## config.mk

```make
export PLATFORM = sky130hd
export DESIGN_NAME = gal_fuse_reader
export DESIGN_NICKNAME = d
export VERILOG_FILES = /design/src/rtl/gal_pkg.sv /design/src/rtl/gal_fuse_row_packer.sv /design/src/rtl/gal_fuse_reader.sv
export SDC_FILE = /design/constraint.sdc
export NUM_CORES = 1
export LEC_CHECK = 0
export ABC_AREA = 1
export CORE_ASPECT_RATIO = 1.2
export CORE_MARGIN = 2
export CORE_UTILIZATION = 35
export DETAILED_ROUTE_END_ITERATION = 7
export SETUP_SLACK_MARGIN = 0.5
export SYNTH_ARGS = -nofsm -noshare
export SYNTH_HDL_FRONTEND = slang
export SYNTH_SLANG_ARGS = --single-unit
```

## constraint.sdc

```tcl
create_clock -name C -period 4.82 [get_ports C]
set_input_delay 0.723 -clock C [delete_from_list [all_inputs] [get_ports C]]
set_output_delay 0.723 -clock C [all_outputs]
set_load 0.02 [all_outputs]
```

## src/rtl/gal_pkg.sv

```systemverilog
// Shared constants and FSM state type for the GAL fuse-map loader.
package gal_pkg;

  localparam int DEFAULT_FUSE_COUNT = 2194;
  localparam int DEFAULT_ROW_WIDTH  = 32;

  typedef enum logic [2:0] {
    IDLE,
    LOAD,
    FLUSH,
    CHECK,
    FIN
  } state_e;

  function automatic int ceil_div(input int num, input int den);
    return (num + den - 1) / den;
  endfunction

endpackage

```

## src/rtl/gal_fuse_row_packer.sv

```systemverilog
// Packs masked fuse bytes LSB-first into fuse-RAM rows and issues one registered
// write strobe per completed (or flushed partial) row.
module gal_fuse_row_packer
  import gal_pkg::*;
#(
  parameter int FUSE_COUNT = DEFAULT_FUSE_COUNT,
  parameter int ROW_WIDTH  = DEFAULT_ROW_WIDTH,
  parameter int ADDR_W     = 7
) (
  input  logic                 clk,
  input  logic                 rst_n,
  input  logic                 clear,
  input  logic                 byte_valid,
  input  logic                 byte_last,
  input  logic [7:0]           byte_data,
  input  logic                 flush,
  output logic [7:0]           masked_byte,
  output logic                 w_en,
  output logic [ADDR_W-1:0]    w_addr,
  output logic [ROW_WIDTH-1:0] w_data
);

  localparam int NB       = ceil_div(FUSE_COUNT, 8);
  localparam int BPR      = ROW_WIDTH / 8;
  localparam int IDX_W    = (BPR > 1) ? $clog2(BPR) : 1;
  localparam int REM_BITS = FUSE_COUNT - 8 * (NB - 1);
  localparam logic [7:0] LAST_MASK = 8'((16'd1 << REM_BITS) - 16'd1);

  logic [ROW_WIDTH-1:0] row_q, row_d, row_fill;
  logic [IDX_W-1:0]     idx_q, idx_d;
  logic [ADDR_W-1:0]    row_cnt_q, row_cnt_d;
  logic                 w_en_q, w_en_d;
  logic [ADDR_W-1:0]    w_addr_q, w_addr_d;
  logic [ROW_WIDTH-1:0] w_data_q, w_data_d;

  // A new row starts from zero, so a flushed partial row is already zero-padded.
  always_comb begin
    masked_byte = byte_last ? (byte_data & LAST_MASK) : byte_data;
    row_fill    = (idx_q == '0) ? '0 : row_q;
    for (int i = 0; i < BPR; i++) begin
      if (idx_q == IDX_W'(i)) row_fill[i*8 +: 8] = masked_byte;
    end

    row_d     = row_q;
    idx_d     = idx_q;
    row_cnt_d = row_cnt_q;
    w_en_d    = 1'b0;
    w_addr_d  = w_addr_q;
    w_data_d  = w_data_q;

    if (clear) begin
      row_d     = '0;
      idx_d     = '0;
      row_cnt_d = '0;
      w_addr_d  = '0;
      w_data_d  = '0;
    end else if (byte_valid) begin
      row_d = row_fill;
      if (idx_q == IDX_W'(BPR - 1)) begin
        w_en_d    = 1'b1;
        w_addr_d  = row_cnt_q;
        w_data_d  = row_fill;
        row_cnt_d = row_cnt_q + 1'b1;
        idx_d     = '0;
      end else begin
        idx_d = idx_q + 1'b1;
      end
    end else if (flush && (idx_q != '0)) begin
      w_en_d    = 1'b1;
      w_addr_d  = row_cnt_q;
      w_data_d  = row_q;
      row_cnt_d = row_cnt_q + 1'b1;
      idx_d     = '0;
    end
  end

  always_ff @(posedge clk or negedge rst_n) begin
    if (!rst_n) begin
      row_q     <= '0;
      idx_q     <= '0;
      row_cnt_q <= '0;
      w_en_q    <= 1'b0;
      w_addr_q  <= '0;
      w_data_q  <= '0;
    end else begin
      row_q     <= row_d;
      idx_q     <= idx_d;
      row_cnt_q <= row_cnt_d;
      w_en_q    <= w_en_d;
      w_addr_q  <= w_addr_d;
      w_data_q  <= w_data_d;
    end
  end

  assign w_en   = w_en_q;
  assign w_addr = w_addr_q;
  assign w_data = w_data_q;

endmodule

```

## src/rtl/gal_fuse_reader.sv

```systemverilog
// Streams a JEDEC fuse map into fuse-RAM rows; GAL_FUSE_CHECKSUM_EN adds the
// 16-bit byte-sum checksum, its CHECK state and the ERR flag.
module gal_fuse_reader
  import gal_pkg::*;
#(
  parameter  int FUSE_COUNT = DEFAULT_FUSE_COUNT,
  parameter  int ROW_WIDTH  = DEFAULT_ROW_WIDTH,
  localparam int ROWS       = ceil_div(FUSE_COUNT, ROW_WIDTH),
  localparam int ADDR_W     = (ROWS > 1) ? $clog2(ROWS) : 1
) (
  input  logic                 C,
  input  logic                 RN,
  input  logic                 START,
  input  logic                 S_VALID,
  output logic                 S_READY,
  input  logic [7:0]           S_DATA,
  output logic                 W_EN,
  output logic [ADDR_W-1:0]    W_ADDR,
  output logic [ROW_WIDTH-1:0] W_DATA,
  input  logic [15:0]          EXP_CHECKSUM,
  output logic                 BUSY,
  output logic                 DONE,
  output logic [15:0]          CHECKSUM,
  output logic                 ERR
);

  localparam int NB    = ceil_div(FUSE_COUNT, 8);
  localparam int CNT_W = $clog2(NB + 1);

  state_e           state_q, state_d;
  logic [CNT_W-1:0] byte_cnt_q, byte_cnt_d;
  logic             accept, last_byte, pack_clear, pack_flush;
  logic [7:0]       masked_byte;

  always_comb begin
    state_d    = state_q;
    byte_cnt_d = byte_cnt_q;
    pack_clear = 1'b0;
    pack_flush = 1'b0;
    accept     = S_VALID && (state_q == LOAD);
    last_byte  = (byte_cnt_q == CNT_W'(NB - 1));

    case (state_q)
      IDLE, FIN: begin
        if (START) begin
          state_d    = LOAD;
          byte_cnt_d = '0;
          pack_clear = 1'b1;
        end
      end
      LOAD: begin
        if (accept) begin
          byte_cnt_d = byte_cnt_q + 1'b1;
          if (last_byte) state_d = FLUSH;
        end
      end
      FLUSH: begin
        pack_flush = 1'b1;
`ifdef GAL_FUSE_CHECKSUM_EN
        state_d = CHECK;
`else
        state_d = FIN;
`endif
      end
      CHECK:   state_d = FIN;
      default: state_d = IDLE;
    endcase
  end

  always_ff @(posedge C or negedge RN) begin
    if (!RN) begin
      state_q    <= IDLE;
      byte_cnt_q <= '0;
    end else begin
      state_q    <= state_d;
      byte_cnt_q <= byte_cnt_d;
    end
  end

`ifdef GAL_FUSE_CHECKSUM_EN
  logic [15:0] checksum_q, checksum_d;
  logic        err_q, err_d;

  always_comb begin
    checksum_d = checksum_q;
    err_d      = err_q;
    if (pack_clear) begin
      checksum_d = '0;
      err_d      = 1'b0;
    end else if (accept) begin
      checksum_d = checksum_q + 16'(masked_byte);
    end else if (state_q == CHECK) begin
      err_d = (checksum_q != EXP_CHECKSUM);
    end
  end

  always_ff @(posedge C or negedge RN) begin
    if (!RN) begin
      checksum_q <= '0;
      err_q      <= 1'b0;
    end else begin
      checksum_q <= checksum_d;
      err_q      <= err_d;
    end
  end

  assign CHECKSUM = checksum_q;
  assign ERR      = err_q;
`else
  logic unused_checksum_inputs;
  assign unused_checksum_inputs = ^{EXP_CHECKSUM, masked_byte};
  assign CHECKSUM = '0;
  assign ERR      = 1'b0;
`endif

  assign S_READY = (state_q == LOAD);
  assign BUSY    = (state_q == LOAD) || (state_q == FLUSH) || (state_q == CHECK);
  assign DONE    = (state_q == FIN);

  gal_fuse_row_packer #(
    .FUSE_COUNT(FUSE_COUNT),
    .ROW_WIDTH (ROW_WIDTH),
    .ADDR_W    (ADDR_W)
  ) u_packer (
    .clk        (C),
    .rst_n      (RN),
    .clear      (pack_clear),
    .byte_valid (accept),
    .byte_last  (last_byte),
    .byte_data  (S_DATA),
    .flush      (pack_flush),
    .masked_byte(masked_byte),
    .w_en       (W_EN),
    .w_addr     (W_ADDR),
    .w_data     (W_DATA)
  );

endmodule

```

==> flow_summary.yaml <==
clock_tree:
  cts_buffers: 9
  htreeDepth: 3
  clockRootBuffer: "clkbuf_16"
  cts.sinks: 93
  cts_buffer_depth: 2
  clk_pin_slew_ps: 70
  insertion_delay_ps: 340
  hold_buffers: 0
  cts_setup_buffers: 0
  ctsResizeCount: 0
  cts_tree: "built"
yosys:
  syn-cell-area_um2: 4420
  synthMuxAreaShare_pct: 0
  synthAdderAreaFrac_pct: 1.98
  synth_top_family_by_area: "simple AND/OR/NAND/NOR gates"
  yosys_warnings: 0
  netlist_instances: 533
  yosys.area_share.xor_xnor_pct: 0.594
  seq_area_frac_synth_pct: 52.6
  yosysUniqueCellTypes: 32
  synth_compound_area_share_pct: 7.56
  yosys.area_share.simple_pct: 28.2
  avgSynthCellArea_um2: 8.30
  synth_seq_cells: 93
worst_setup_path:
  crit_type: "reg -> out"
  crit_chain: "nor2_2 -> inv_1 -> nor2_1 -> clkdlybuf4s50_1"
  crit_required_ps: 4100
  reg2regPathDepth: 9
  crit_path_end_kind: "output port"
  arrival_ps: 1810
  worstPathMaxFanout: 4
  start_kind: "flip-flop"
  critPathMaxStageDelay_ps: 620
  crit_slowest_cell: "clkdlybuf4s50_1"
drt:
  first_pass_iters: 4
  vias: 3539
  via_per_inst: 4.72
  drc: 0
  wl_per_cell_um: 12.8
  drtIter0Drc: 160
  ant_nets: 0
  totalWireLength_um: 9570
power_and_ir_drop:
  peakVddDrop_mv: 0.239
  seq_power_share_pct: 37.2
  p_per_area_nw_per_um2: 538
  switching_share_pct: 37.3
  switchingPower_uw: 1070
  intPower_uw: 1800
  power_frac_clock_pct: 26.6
  leakage_uw: 0.00265
  pwr-share-comb_pct: 36.2
run:
  cap_viol_max_count: 0
global_routing:
  grt_pass1_wl_um: 16300
  grt_max_degree: 62
  grtUsageTotal_pct: 15.0
  grt_pass1_vias: 3639
  antenna_found_initial: 0
  grt.overflow.total: 0
floorplanning:
  pin_count: 88
  placementRows: 45
  coreArea_um2: 12500
  die_h_um: 127
  die_w_um: 107
  start_util_pct: 35.4
  die_area_um2: 13600
sta:
  grt_setup_unrepaired: "false"
  maxSlewViolCount: 0
  worstMarginPinSlew_ps: 772
  finalHoldViolCount: 0
  slew_headroom_pct: 48.5
  skew_ps: 6.74
  period_needed_ps: 2530
  clock.fmax_mhz: 395
  finalSetupTns_ps: 0
  post-route-period-util_pct: 52.5
  setup_viol: 0
  worst_slack_ps: 2290
place:
  io_buffer_count: 54
  hpwl_um: 6710
  pre_cts_ws_ps: 2020
  placedCellCount: 733
  place_congestion: 0.773
final_layout:
  nets: 615
  drive_gt1_share_pct: 6.32
  stdcell_count: 749
  area_delta_synth_final_pct: 20.6
  antenna_cells: 0
worst_hold_path:
  hold_class: "in -> async"
run_status:
  outcome: "finished, final reports clean"
## per-layer routing
| metal | global-route usage (%) | wire length (µm) | vias up |
|---|---|---|---|
| met5 | 0 | 0 | - |
| met4 | 6.26 | 205 | 0 |
| met3 | 3.52 | 322 | 17 |
| met2 | 25.7 | 4740 | 61 |
| met1 | 18.2 | 4300 | 1708 |
| li1 | - | - | 1753 |
## logic make-up (layout without fill, tap and decap cells)
kind of cell	Yosys count	after routing
fa+ha+maj	7	7
compound gates	61	61
flops	93	93
buf+inv	80	116
xor+xnor	3	3
simple gates	288	288
other cells	1	17
## worst paths after layout
check / start / endpoint / slack (ps)
max in group asynchronous: RN / state_q[1]$_DFFE_PN0P_ / 3380
worst min register to register: u_packer.w_data[2]$_DFFE_PN0P_ / u_packer.w_data[2]$_DFFE_PN0P_ / 480
min in group C: u_packer.w_data[2]$_DFFE_PN0P_ / u_packer.w_data[2]$_DFFE_PN0P_ / 480
worst min-delay path: RN / u_packer.row_q[5]$_DFFE_PN0P_ / 320
worst max-delay path: state_q[0]$_DFFE_PN0P_ / DONE / 2290
worst max register to register: u_packer.idx_q[0]$_DFFE_PN0P_ / u_packer.w_data[25]$_DFFE_PN0P_ / 2790
## state kept, by name (all words and copies together), names as in the netlist
register,flops
u_packer.row_q,32
state_q,3
u_packer.w_data,32
u_packer.w_en,1
u_packer.idx_q,2
byte_cnt_q,9
u_packer.w_addr,7
u_packer.row_cnt_q,7
## Yosys cell counts, drive strengths merged
library cell / instances / share of area (%)
nand2: 207 / 18
dfrtp: 93 / 53
inv: 44 / 3.7
buf: 31 / 4.8
nand3: 31 / 4.0
o21ai: 29 / 3.3
nor2: 24 / 2.7
a21oi: 20 / 2.3
nand4: 17 / 2.4
ha: 7 / 2.0
and2: 6 / 0.85
o211ai: 6 / 1.0
clkbuf: 5 / 0.42
o31ai: 3 / 0.51
xor2: 3 / 0.59
or2: 2 / 0.28
a21boi: 1 / 0.17
a31oi: 1 / 0.14
conb: 1 / 0.085
nor3: 1 / 0.11
o21bai: 1 / 0.17
## final cells by class
cell class	instances	area [µm²]
Multi-Input combinational cell	376	1760
Clock inverter	7	98.8
Clock buffer	9	225
Timing Repair Buffer	56	553
Sequential cell	93	2330
Inverter	44	165
Fill cell	1272	7170
Tap cell	164	205
## stage by stage
step	util [%]	area (µm²)	total power [µW]	hold WS [ps]
2_1_floorplan	-	4480	1790	427
3_3_place_gp	40.1	5010	2110	467
3_5_place_dp	40.1	5010	2140	464
4_1_cts	42.7	5330	2910	324
5_1_grt	42.7	5330	3070	351
6_report	42.7	5330	2870	320
## cell usage in the layout (no fill, tap or decap), types with 2 or more instances in the layout
master / count
a21oi_1: 20
and2_1: 6
buf_4: 3
bufinv_16: 2
clkbuf_16: 9
clkdlybuf4s50_1: 53
clkinvlp_4: 3
conb_1: 17
dfrtp_1: 93
ha_1: 7
inv_1: 38
inv_2: 6
nand2_1: 205
nand3_1: 28
nand3_2: 2
nand4_1: 17
nor2_1: 19
nor2_2: 3
o211ai_1: 6
o21ai_0: 21
o21ai_1: 8
o31ai_1: 3
or2_2: 2
xor2_1: 3
## worst max-delay path, delay by kind of cell, from the launching register on
| kind | cells | cell delay (ps) |
|---|---|---|
| buf+inv | 2 | 680 |
| flops | 1 | 460 |
| simple gates | 2 | 330 |
## power by group through the flow
stage | Combinational, µW | Sequential (µW) | Clock, µW
global placement | 1030 | 1080 | 0
finish | 1040 | 1070 | 762
global route | 1170 | 1090 | 812
CTS | 1060 | 1070 | 785
detailed placement | 1050 | 1080 | 0
floorplan | 614 | 1180 | 0
No activity file was read; power rests on OpenSTA's default activity.
